<file path="config.mk">
export PLATFORM = sky130hd
export DESIGN_NAME = fetch_queue
export DESIGN_NICKNAME = d
export VERILOG_FILES = /design/src/rtl/fetch_pkg.sv /design/src/rtl/fq_fifo.sv /design/src/rtl/fetch_queue.sv
export SDC_FILE = /design/constraint.sdc
export NUM_CORES = 1
export LEC_CHECK = 0
export ABC_CLOCK_PERIOD_IN_PS = 4850
export CELL_PAD_IN_SITES_DETAIL_PLACEMENT = 1
export CELL_PAD_IN_SITES_GLOBAL_PLACEMENT = 1
export CORE_ASPECT_RATIO = 2
export CORE_MARGIN = 2
export CORE_UTILIZATION = 24
export DETAILED_ROUTE_END_ITERATION = 16
export GPL_TIMING_DRIVEN = 0
export PLACE_DENSITY_LB_ADDON = 0.3
export SYNTH_ARGS = -nofsm -noshare
export SYNTH_HDL_FRONTEND = slang
export SYNTH_HIERARCHICAL = 1
export SYNTH_SLANG_ARGS = --single-unit
export TNS_END_PERCENT = 50
</file>
<file path="constraint.sdc">
create_clock -name clk_i -period 4.85 [get_ports clk_i]
set_input_delay 0.97 -clock clk_i [delete_from_list [all_inputs] [get_ports clk_i]]
set_output_delay 0.97 -clock clk_i [all_outputs]
set_load 0.005 [all_outputs]
</file>
<file path="src/rtl/fetch_pkg.sv">
// Shared constants and entry type for the instruction-fetch queue.
package fetch_pkg;

    localparam int PC_STEP = 4;

    typedef struct packed {
        logic [31:0] inst;
        logic [31:0] pc4;
    } fetch_entry_t;

endpackage

</file>
<file path="src/rtl/fq_fifo.sv">
// Synchronous circular buffer with flush and occupancy count.
module fq_fifo
    import fetch_pkg::*;
#(
    parameter int  DEPTH   = 4,
    parameter type entry_t = fetch_entry_t
) (
    input  logic                   clk_i,
    input  logic                   rst_i,
    input  logic                   flush_i,
    input  logic                   push_i,
    input  logic                   pop_i,
    input  entry_t                 wdata_i,
    output entry_t                 rdata_o,
    output logic [$clog2(DEPTH):0] occ_o
);

    localparam int PTR_W = $clog2(DEPTH);
    localparam logic [PTR_W:0] FULL = (PTR_W + 1)'(DEPTH);

    entry_t             mem_q [DEPTH];
    entry_t             mem_d [DEPTH];
    logic [PTR_W-1:0]   wr_ptr_q, wr_ptr_d;
    logic [PTR_W-1:0]   rd_ptr_q, rd_ptr_d;
    logic [PTR_W:0]     occ_q, occ_d;
    logic               do_push, do_pop;

    always_comb begin
        do_push  = push_i && !flush_i && (occ_q != FULL);
        do_pop   = pop_i && !flush_i && (occ_q != '0);
        mem_d    = mem_q;
        wr_ptr_d = wr_ptr_q;
        rd_ptr_d = rd_ptr_q;
        occ_d    = occ_q;
        if (flush_i) begin
            wr_ptr_d = '0;
            rd_ptr_d = '0;
            occ_d    = '0;
        end else begin
            if (do_push) begin
                mem_d[wr_ptr_q] = wdata_i;
                wr_ptr_d        = wr_ptr_q + 1'b1;
            end
            if (do_pop) begin
                rd_ptr_d = rd_ptr_q + 1'b1;
            end
            occ_d = occ_q + (PTR_W + 1)'(do_push) - (PTR_W + 1)'(do_pop);
        end
    end

    always_ff @(posedge clk_i) begin
        if (!rst_i) begin
            wr_ptr_q <= '0;
            rd_ptr_q <= '0;
            occ_q    <= '0;
        end else begin
            wr_ptr_q <= wr_ptr_d;
            rd_ptr_q <= rd_ptr_d;
            occ_q    <= occ_d;
        end
    end

    // Storage needs no reset: the head is masked to zero while empty.
    always_ff @(posedge clk_i) begin
        mem_q <= mem_d;
    end

    assign rdata_o = (occ_q != '0) ? mem_q[rd_ptr_q] : '0;
    assign occ_o   = occ_q;

endmodule

</file>
<file path="src/rtl/fetch_queue.sv">
// Instruction-fetch front end: owns the fetch PC, issues in-order memory
// requests and buffers returned instructions for decode.
module fetch_queue
    import fetch_pkg::*;
#(
    parameter int                DATA_W   = 32,
    parameter int                ADDR_W   = 32,
    parameter int                DEPTH    = 4,
    parameter logic [ADDR_W-1:0] RESET_PC = '0
) (
    input  logic                     clk_i,
    input  logic                     rst_i,
    input  logic                     start_i,
    input  logic                     redirect_i,
    input  logic [ADDR_W-1:0]        redirect_pc_i,
    output logic                     imem_req_o,
    output logic [ADDR_W-1:0]        imem_addr_o,
    input  logic                     imem_valid_i,
    input  logic [DATA_W-1:0]        imem_rdata_i,
    output logic                     dec_valid_o,
    output logic [DATA_W-1:0]        dec_inst_o,
    output logic [ADDR_W-1:0]        dec_pc4_o,
    input  logic                     dec_ready_i,
    output logic [$clog2(DEPTH):0]   occ_o
);

    localparam int CNT_W = $clog2(DEPTH) + 1;
    localparam logic [CNT_W:0]      LIMIT = (CNT_W + 1)'(DEPTH);
    localparam logic [ADDR_W-1:0]   STEP  = ADDR_W'(PC_STEP);

    typedef logic [DATA_W+ADDR_W-1:0] slot_t;

    logic [ADDR_W-1:0] pc_q, pc_d;
    logic [ADDR_W-1:0] ret_pc_q, ret_pc_d;
    logic [CNT_W-1:0]  inflight_q, inflight_d;
    logic [CNT_W-1:0]  drop_q, drop_d;
    logic [CNT_W-1:0]  occ;
    logic [CNT_W:0]    pending;
    logic              issue, resp, push, pop;
    slot_t             wdata, rdata;

    // ret_pc_q tracks the address of the next response that will be kept;
    // dropped responses do not advance it.
    always_comb begin
        pending    = {1'b0, occ} + {1'b0, inflight_q};
        issue      = rst_i && start_i && !redirect_i && (pending < LIMIT);
        resp       = imem_valid_i && (inflight_q != '0);
        push       = resp && (drop_q == '0) && !redirect_i;
        pop        = (occ != '0) && dec_ready_i;
        inflight_d = inflight_q + CNT_W'(issue) - CNT_W'(resp);
        wdata      = {imem_rdata_i, ret_pc_q + STEP};
        pc_d       = pc_q;
        ret_pc_d   = ret_pc_q;
        drop_d     = drop_q;
        if (redirect_i) begin
            pc_d     = redirect_pc_i;
            ret_pc_d = redirect_pc_i;
            drop_d   = inflight_q - CNT_W'(resp);
        end else begin
            if (issue) begin
                pc_d = pc_q + STEP;
            end
            if (push) begin
                ret_pc_d = ret_pc_q + STEP;
            end else if (resp && (drop_q != '0)) begin
                drop_d = drop_q - 1'b1;
            end
        end
    end

    always_ff @(posedge clk_i) begin
        if (!rst_i) begin
            pc_q       <= RESET_PC;
            ret_pc_q   <= RESET_PC;
            inflight_q <= '0;
            drop_q     <= '0;
        end else begin
            pc_q       <= pc_d;
            ret_pc_q   <= ret_pc_d;
            inflight_q <= inflight_d;
            drop_q     <= drop_d;
        end
    end

    fq_fifo #(
        .DEPTH   (DEPTH),
        .entry_t (slot_t)
    ) u_fifo (
        .clk_i   (clk_i),
        .rst_i   (rst_i),
        .flush_i (redirect_i),
        .push_i  (push),
        .pop_i   (pop),
        .wdata_i (wdata),
        .rdata_o (rdata),
        .occ_o   (occ)
    );

    assign imem_req_o              = issue;
    assign imem_addr_o             = pc_q;
    assign dec_valid_o             = (occ != '0);
    assign {dec_inst_o, dec_pc4_o} = rdata;
    assign occ_o                   = occ;

    resp_without_request: assert property (
        @(posedge clk_i) disable iff (!rst_i) !(imem_valid_i && (inflight_q == '0))
    );

endmodule
</file>
==> results of run 1 <==
-- cells by family (layout without fill, tap and decap cells) --
logic type,after synthesis,in the layout,synth area share
flops,333,333,0.643
simple gates,298,298,0.115
compound gates,138,138,0.0570
buf+inv,77,312,0.0246
mux,72,72,0.106
xor+xnor,61,61,0.0372
fa+ha+maj,18,18,0.0167
-- sequential cells by signal, indices dropped and copies added, names as in the netlist --
register,cells
drop_q,3
imem_addr_o,32
inflight_q,3
ret_pc_q,32
u_fifo/mem_q,256
u_fifo/occ_o,3
u_fifo/rd_ptr_q,2
u_fifo/wr_ptr_q,2
-- critical path, cell delays in order --
cell and delay [ns]:
clkdlybuf4s50_1 0.82, nor2b_2 0.41, nand3_2 0.29, inv_2 0.32, buf_2 0.38, clkdlybuf4s50_1 0.58
-- layout make-up --
| type | count | area, um^2 |
|---|---|---|
| plain buffers | 54 | 267 |
| clock buffers | 43 | 948 |
| clock inverters | 18 | 233 |
| fillers | 6298 | 40800 |
| inverters | 23 | 86.3 |
| multi-input cells | 587 | 4780 |
| flip-flops and latches | 333 | 9230 |
| well taps | 768 | 961 |
| repair buffers | 174 | 1800 |
-- what timing repair did --
| action | in CTS | in global routing |
|---|---|---|
| setup endpoints to repair | 1 | 0 |
| gates resized for setup | 1 | 0 |
| endpoints found under the hold margin | 0 | 0 |
-- final timing paths --
check                         startpoint                          end  slack [ns]  cells after the start
max                                rst_i                   imem_req_o        0.09                      6
min          imem_addr_o[0]$_SDFFE_PN0P_  imem_addr_o[0]$_SDFFE_PN0P_        0.47                      2
max reg2reg     inflight_q[2]$_SDFF_PN0_   u_fifo/occ_o[2]$_SDFF_PP0_        1.35                     15
min reg2reg  imem_addr_o[0]$_SDFFE_PN0P_  imem_addr_o[0]$_SDFFE_PN0P_        0.47                      2
-- through the flow --
stage | hold WS [ns] | std cells
2_1_floorplan | 0.453 | 997
3_3_place_gp | 0.459 | 1935
3_5_place_dp | 0.460 | 1939
4_1_cts | 0.468 | 2000
5_1_grt | 0.499 | 2000
6_report | 0.468 | 2000
-- per-layer routing --
layer | vias to the layer above | part of all wire | GRT usage
li1 | 4214 | - | -
met1 | 4694 | 0.35 | 0.135
met2 | 211 | 0.57 | 0.275
met5 | - | 0.00024 | 0
met3 | 61 | 0.040 | 0.0222
met4 | 2 | 0.032 | 0.0553
-- where the power goes --
group	total, mW	switching, mW	internal [mW]	leakage [nW]
Sequential	3.24	0.0693	3.17	2.96
Clock	2.81	1.14	1.66	0.563
Combinational	0.569	0.318	0.252	2.25
Total	6.61	1.53	5.08	5.78
-- synth_stat cells (all sizes together) (2+ instances only) --
cell type,instances
xnor2,25
nor4b,2
inv,22
o311ai,3
and3,12
a32oi,3
nor4,8
nand4,26
or4,6
a211oi,5
nor3,12
dfxtp,77
nand2b,2
mux4,64
and2,10
ha,16
o31ai,5
mux2,4
edfxtp,256
nor2,37
or3,11
nand2,63
nand3,35
mux2i,4
a21boi,2
a21o,4
o21a,2
and4,3
o211ai,5
a31oi,19
nor2b,67
clkbuf,34
a221oi,2
buf,20
a21oi,47
o21ai,38
xor2,36
fa,2
==> flow_summary.yaml, run 1 <==
detailed_routing:
  drt_iter0_markers: 380
  vias: 9182
  wl_per_cell_um: 20.9
  drt_pass1_iterations: 5
  drc_errors: 0
  wirelength_um: 41900
  final_antenna_net_count: 0
  vias_per_cell: 4.59
cts:
  post_cts_buffers: 0
  numCtsBuffers: 34
  cts_root_buf: "clkbuf_16"
  ctsHoldBuffers: 0
  clock_path_buffers: 3
  clock-sinks: 333
  cts_htree_levels: 2
  cts_tree: "yes"
  clk_pin_slew_ns: 0.06
  clkLatencyLatePin_ns: 0.54
logic_synthesis:
  synth_area_per_cell_um2: 14.4
  netlist_area_mm2: 0.0143
  synth_top_area_cell: "edfxtp_1"
  synth_seq_cells: 333
  yosysSeqAreaShare: 0.643
  synthesis.nets: 1085
  synth_top_area_share: 0.536
  ys.flop_type: "edfxtp_1"
  synth.area.top_cells: "edfxtp_1, dfxtp_1, mux4_2"
  ys_warn_count: 6
  async_flop_share: 0
  synthCells: 997
  synth.distinct_cells: 57
  synth_enable_flop_cells: 256
floorplanning:
  core_area_mm2: 0.0591
  die_h_um: 350
  die_w_um: 177
  die-area_mm2: 0.0619
  start_util: 0.243
  ioPinCount: 171
  rows: 126
global_route:
  grt_max_degree: 52
  grt_pass1_wl_um: 62700
  grt.total_usage: 0.137
  antenna_found_initial: 2
  grt.overflow.total: 0
  grt_pass1_vias: 10200
pwr:
  p_leak_nw: 5.78
  p_total_mw: 6.61
  power_density_mw_per_mm2: 361
  ir_drop_mv: 0.185
setup_path:
  worstSetupStartpointType: "input pin"
  worstPathMaxFanout: 11
  cp.required_ns: 3.88
  end_kind: "output port"
  critical_path_class: "input pin to output port"
  critical_path_arrival_ns: 3.79
placement:
  dp_hpwl_um: 30300
  place_ws_ns: -0.146
  io_buffers: 170
  place.gp.congestion: 0.867
  place_area_mm2: 0.0171
layout:
  num_antenna_cells: 0
  final_util: 0.310
  area_growth_syn_to_layout_pct: 27.6
  nNetsFinal: 1295
  final_area_mm2: 0.0183
  final_common_cell: "edfxtp_1"
  mostFrequentLayoutCells: "edfxtp_1, clkdlybuf4s50_1, dfxtp_1"
  drive_gt1_frac: 0.131
run_status:
  status: "finished clean"
timing:
  worstMarginPinSlew_ns: 1.27
  relSlewSlack: 0.145
  finClkSkew_ns: 0.0224
  fin_crit_ns: 4.76
  period_share: 0.981
  hold_violations: 0
  setup_tns_ns: 0
  slew_violations: 0
  worst_slack_ns: 0.0900
  rsz0062_at_grt: "no"
  setup-violations-final: 0
  fmax_mhz: 210
hold_path:
  min_path_type: "flip-flop to flip-flop"
flow_run:
  drv_cap: 0
(Power assumes the default switching activity.)
==> run 2, diff against run 1 <==
--- a/constraint.sdc
+++ b/constraint.sdc
@@ -3,2 +3,2 @@
 set_output_delay 0.97 -clock clk_i [all_outputs]
-set_load 0.005 [all_outputs]
+set_load 0.1 [all_outputs]
==> run 2 against run 1 <==
Against the previous run:
- clock skew stayed put
- final cell count unchanged
- die area unchanged
- worst setup slack improved by 0.079 ns
- worst hold slack unchanged
==> flow_summary.yaml, run 2 (synthesis results as in run 1) <==
cts:
  numCtsBuffers: 34
  clock-sinks: 333
  clock_path_buffers: 3
  cts_tree: "yes"
  ctsHoldBuffers: 0
  cts_htree_levels: 2
  clk_pin_slew_ns: 0.06
  cts_root_buf: "clkbuf_16"
  clkLatencyLatePin_ns: 0.54
global_route:
  grt_max_degree: 52
  antenna_found_initial: 2
  grt_pass1_wl_um: 62700
  grt.total_usage: 0.137
  grt_pass1_vias: 10200
  grt.overflow.total: 0
layout:
  largest_reg_flops: 256
  mostFrequentLayoutCells: "edfxtp_1, clkdlybuf4s50_1, dfxtp_1"
  area_growth_syn_to_layout_pct: 27.6
  top_register: "u_fifo/mem_q"
  final_util: 0.310
  nNetsFinal: 1295
  num_antenna_cells: 0
  final_common_cell: "edfxtp_1"
  fillers: 6298
  fin_cells: 2000
  drive_gt1_frac: 0.132
timing:
  hold_violations: 0
  setup_tns_ns: 0
  period_share: 0.965
  finClkSkew_ns: 0.0224
  relSlewSlack: 0.145
  setup-violations-final: 0
  fin_crit_ns: 4.68
  slew_violations: 0
  fmax_mhz: 214
  worstMarginPinSlew_ns: 1.27
  rsz0062_at_grt: "no"
detailed_routing:
  wirelength_um: 41900
  final_antenna_net_count: 0
  vias_per_cell: 4.59
  drt_pass1_iterations: 5
  vias: 9182
  drt_iter0_markers: 380
  wl_per_cell_um: 20.9
  drc_errors: 0
floorplanning:
  ioPinCount: 171
  die-area_mm2: 0.0619
  die_h_um: 350
  die_w_um: 177
  core_area_mm2: 0.0591
  rows: 126
  start_util: 0.243
pwr:
  power_density_mw_per_mm2: 372
  p_int_mw: 5.08
  ir_drop_mv: 0.185
  power_frac_clock: 0.412
  seqPwrFrac: 0.475
  p_sw_mw: 1.73
  switching_share: 0.254
  pwr-share-comb: 0.113
  p_leak_nw: 5.78
hold_path:
  min_path_type: "flip-flop to flip-flop"
setup_path:
  end_kind: "output port"
  worstPathMaxFanout: 11
  critical_path_arrival_ns: 3.71
  worstSetupStartpointType: "input pin"
  critical_path_class: "input pin to output port"
  ff2ff_setup_slack_ns: 1.35
  cp.required_ns: 3.88
placement:
  dp_hpwl_um: 30300
  place.gp.congestion: 0.867
  io_buffers: 170
  dp_cells: 1939
run_status:
  status: "finished clean"
flow_run:
  drv_cap: 0
## run 2: changes by cell type in the layout (fill, tap and decap cells not counted)
cell             before  now
clkdlybuf4s50_1     170  169
buf_2                13   14
## run 2: power groups by stage
stage	Sequential (mW)	Clock [mW]	Combinational, mW
2_1_floorplan	3.40	0	0.386
3_3_place_gp	3.30	0	0.767
3_5_place_dp	3.30	0	0.787
4_1_cts	3.24	2.91	0.790
5_1_grt	3.25	2.99	0.834
6_report	3.24	2.81	0.771
## run 2: final cells by class
type	count	area, um^2	share of cell area
inverters	23	86.3	0.00472
repair buffers	174	1790	0.0979
clock inverters	18	233	0.0127
plain buffers	54	267	0.0146
clock buffers	43	948	0.0518
well taps	768	961	0.0525
flip-flops and latches	333	9230	0.504
multi-input cells	587	4780	0.261
## run 2: per-layer routing
metal,vias to the layer above,track usage,part of all wire
met1,4694,0.135,0.35
met4,2,0.0553,0.033
li1,4214,-,-
met5,-,0,0.00024
met2,211,0.275,0.57
met3,61,0.0222,0.040
## run 2: worst paths after layout
| check | startpoint | endpoint | cells past startpoint |
|---|---|---|---|
| max | rst_i | imem_req_o | 6 |
| min | imem_addr_o[0]$_SDFFE_PN0P_ | imem_addr_o[0]$_SDFFE_PN0P_ | 2 |
| max reg2reg | inflight_q[2]$_SDFF_PN0_ | u_fifo/occ_o[2]$_SDFF_PP0_ | 15 |
| min reg2reg | imem_addr_o[0]$_SDFFE_PN0P_ | imem_addr_o[0]$_SDFFE_PN0P_ | 2 |
## run 2: critical path: stages
cell	delay, ns
clkdlybuf4s50_1	0.82
nor2b_2	0.41
nand3_2	0.29
inv_2	0.32
buf_2	0.38
buf_2	0.50
## run 2: through the flow
stage / total power, mW / worst slack, ns / hold WS (ns) / cell area [um^2]
6_report: 6.81 / 0.169 / 0.468 / 18300
5_1_grt: 7.08 / 0.0737 / 0.499 / 18300
4_1_cts: 6.94 / 0.0405 / 0.468 / 18300
3_5_place_dp: 4.09 / -0.780 / 0.460 / 17100
3_3_place_gp: 4.07 / -1.56 / 0.459 / 17000
2_1_floorplan: 3.79 / 0.867 / 0.460 / 14300
## run 2: what timing repair did
| item | 4_1_cts | 5_1_grt |
|---|---|---|
| pin swaps | 0 | 0 |
| endpoints found under the setup margin | 1 | 1 |
| buffers inserted | 0 | 0 |
| hold endpoints to repair | 0 | 0 |
| resized for setup | 5 | 1 |
==> run 3, diff against run 2 <==
REMOVE_ABC_BUFFERS = 1   (was default)
==> run 3 against run 2 <==
Against the previous run:
- register-to-register slack about the same
- combinational power decreased by 1%
- utilization fell by 0.15 points
- global-route usage is 0.95 points lower
- total power decreased by 2.7%
- worst setup slack gained 0.12 ns
- via count shrank 3.2%
- sequential share of layout area rose by 0.29 points
- design area shrank 0.50%
==> flow_summary.yaml, run 3 (synthesis results as in run 1) <==
run_status:
  status: "finished clean"
floorplanning:
  die_w_um: 177
  start_util: 0.243
  ioPinCount: 171
  rows: 126
  core_area_mm2: 0.0591
  die-area_mm2: 0.0619
  die_h_um: 350
setup_path:
  cp.required_ns: 3.88
  cp_cell_sequence: "clkdlybuf4s15_2, nor2b_2, nand3_4, inv_2, clkdlybuf4s15_2"
  critical_path_arrival_ns: 3.59
  critical_path_class: "input pin to output port"
  crit_family: "buffers and inverters"
  cp.buffers_inverters: 3
  worst_path_largest_cell_delay_ns: 0.63
  cp_common_cell: "clkdlybuf4s15_2"
  worstPathMaxFanout: 36
  crit_slowest_cell: "clkdlybuf4s15_2"
  worstSetupStartpointType: "input pin"
  end_kind: "output port"
global_route:
  grt_pass1_wl_um: 59400
  grt_pass1_vias: 9934
  grt.total_usage: 0.127
  antenna_found_initial: 2
  grt.overflow.total: 0
  grt_max_degree: 70
cts:
  ctsHoldBuffers: 0
  cts_tree: "yes"
  clkLatencyLatePin_ns: 0.53
  clk_pin_slew_ns: 0.06
  cts_htree_levels: 2
  clock_path_buffers: 3
  clock-sinks: 333
  numCtsBuffers: 34
  cts_root_buf: "clkbuf_16"
layout:
  seqCellArea_mm2: 0.00924
  fillers: 6327
  largest_reg_flops: 256
  final_common_cell: "edfxtp_1"
  top_register: "u_fifo/mem_q"
  multi_input_area_mm2: 0.00481
  mostFrequentLayoutCells: "edfxtp_1, clkdlybuf4s50_1, dfxtp_1"
  num_antenna_cells: 0
  nNetsFinal: 1254
  drive_gt1_frac: 0.129
  area_growth_syn_to_layout_pct: 26.9
timing:
  relSlewSlack: 0.274
  finClkSkew_ns: 0.0160
  rsz0062_at_grt: "no"
  period_share: 0.940
  slew_violations: 0
  hold_violations: 0
  fin_crit_ns: 4.56
  fmax_mhz: 219
  setup-violations-final: 0
  worstMarginPinSlew_ns: 1.09
  setup_tns_ns: 0
  worst_slack_ns: 0.290
detailed_routing:
  drt_iter0_markers: 310
  drt_pass1_iterations: 4
  vias: 8887
  wirelength_um: 38700
  final_antenna_net_count: 0
  drc_errors: 0
  vias_per_cell: 4.55
  wl_per_cell_um: 19.8
pwr:
  p_leak_nw: 5.71
  power_density_mw_per_mm2: 364
  ir_drop_mv: 0.235
  p_total_mw: 6.63
placement:
  place.gp.congestion: 0.822
  io_buffers: 170
  place_ws_ns: -1.45
  dp_hpwl_um: 27200
flow_run:
  drv_cap: 0
hold_path:
  min_path_type: "flip-flop to flip-flop"
-- run 3: cell count changes in the layout (fill, tap and decap cells not counted), sizes merged --
cell	delta
clkdlybuf4s15	+2
buf	-7
clkbuf	-36
bufinv	-1
clkinvlp	-4
clkdlybuf4s50	-2
clkinv	+3
-- run 3: worst paths after layout --
check,startpoint,end,slack [ns],cells after the start
worst max register to register,u_fifo/occ_o[2]$_SDFF_PP0_,imem_addr_o[24]$_SDFFE_PN0P_,1.35,7
worst min register to register,imem_addr_o[0]$_SDFFE_PN0P_,imem_addr_o[0]$_SDFFE_PN0P_,0.46,2
worst min-delay path,imem_addr_o[0]$_SDFFE_PN0P_,imem_addr_o[0]$_SDFFE_PN0P_,0.46,2
worst max-delay path,rst_i,imem_req_o,0.29,5
-- run 3: tightest hold or removal path: stages (launching register included) --
cell	delay (ns)
dfxtp_1	0.31
nand2_1	0.05
a21oi_1	0.05
-- run 3: power breakdown --
part	internal [mW]	switching, mW	leakage (nW)
combinational	0.267	0.493	2.23
clock	1.53	1.10	0.523
sequential	3.17	0.0726	2.96
-- run 3: layout make-up --
cell class,count,area share
clock inverter,16,0.00996
timing repair buffer,187,0.111
sequential,333,0.507
clock buffer,41,0.0493
inverter,23,0.00481
multi-input combinational,587,0.264
tap,768,0.0528
-- run 3: timing repair --
item,CTS,global route
hold endpoints to repair,0,0
buffers inserted,0,0
resized for setup,8,1
endpoints found under the setup margin,1,1
-- run 3: per-stage QoR --
stage | cell area [um^2] | util | cells | hold WS, ns
3_5_place_dp | 17100 | 0.289 | 1897 | 0.456
6_report | 18200 | 0.308 | 1955 | 0.460
3_3_place_gp | 16700 | 0.283 | 1881 | 0.449
4_1_cts | 18200 | 0.307 | 1954 | 0.465
5_1_grt | 18200 | 0.308 | 1955 | 0.492
2_1_floorplan | 14100 | - | 943 | 0.460
-- run 3: routing by layer --
layer / track usage / vias up / wire length (um)
li1: - / 4130 / -
met2: 0.240 / 202 / 20900
met4: 0.0624 / 2 / 1730
met5: 0 / - / 13
met3: 0.0251 / 61 / 1760
met1: 0.132 / 4492 / 14300
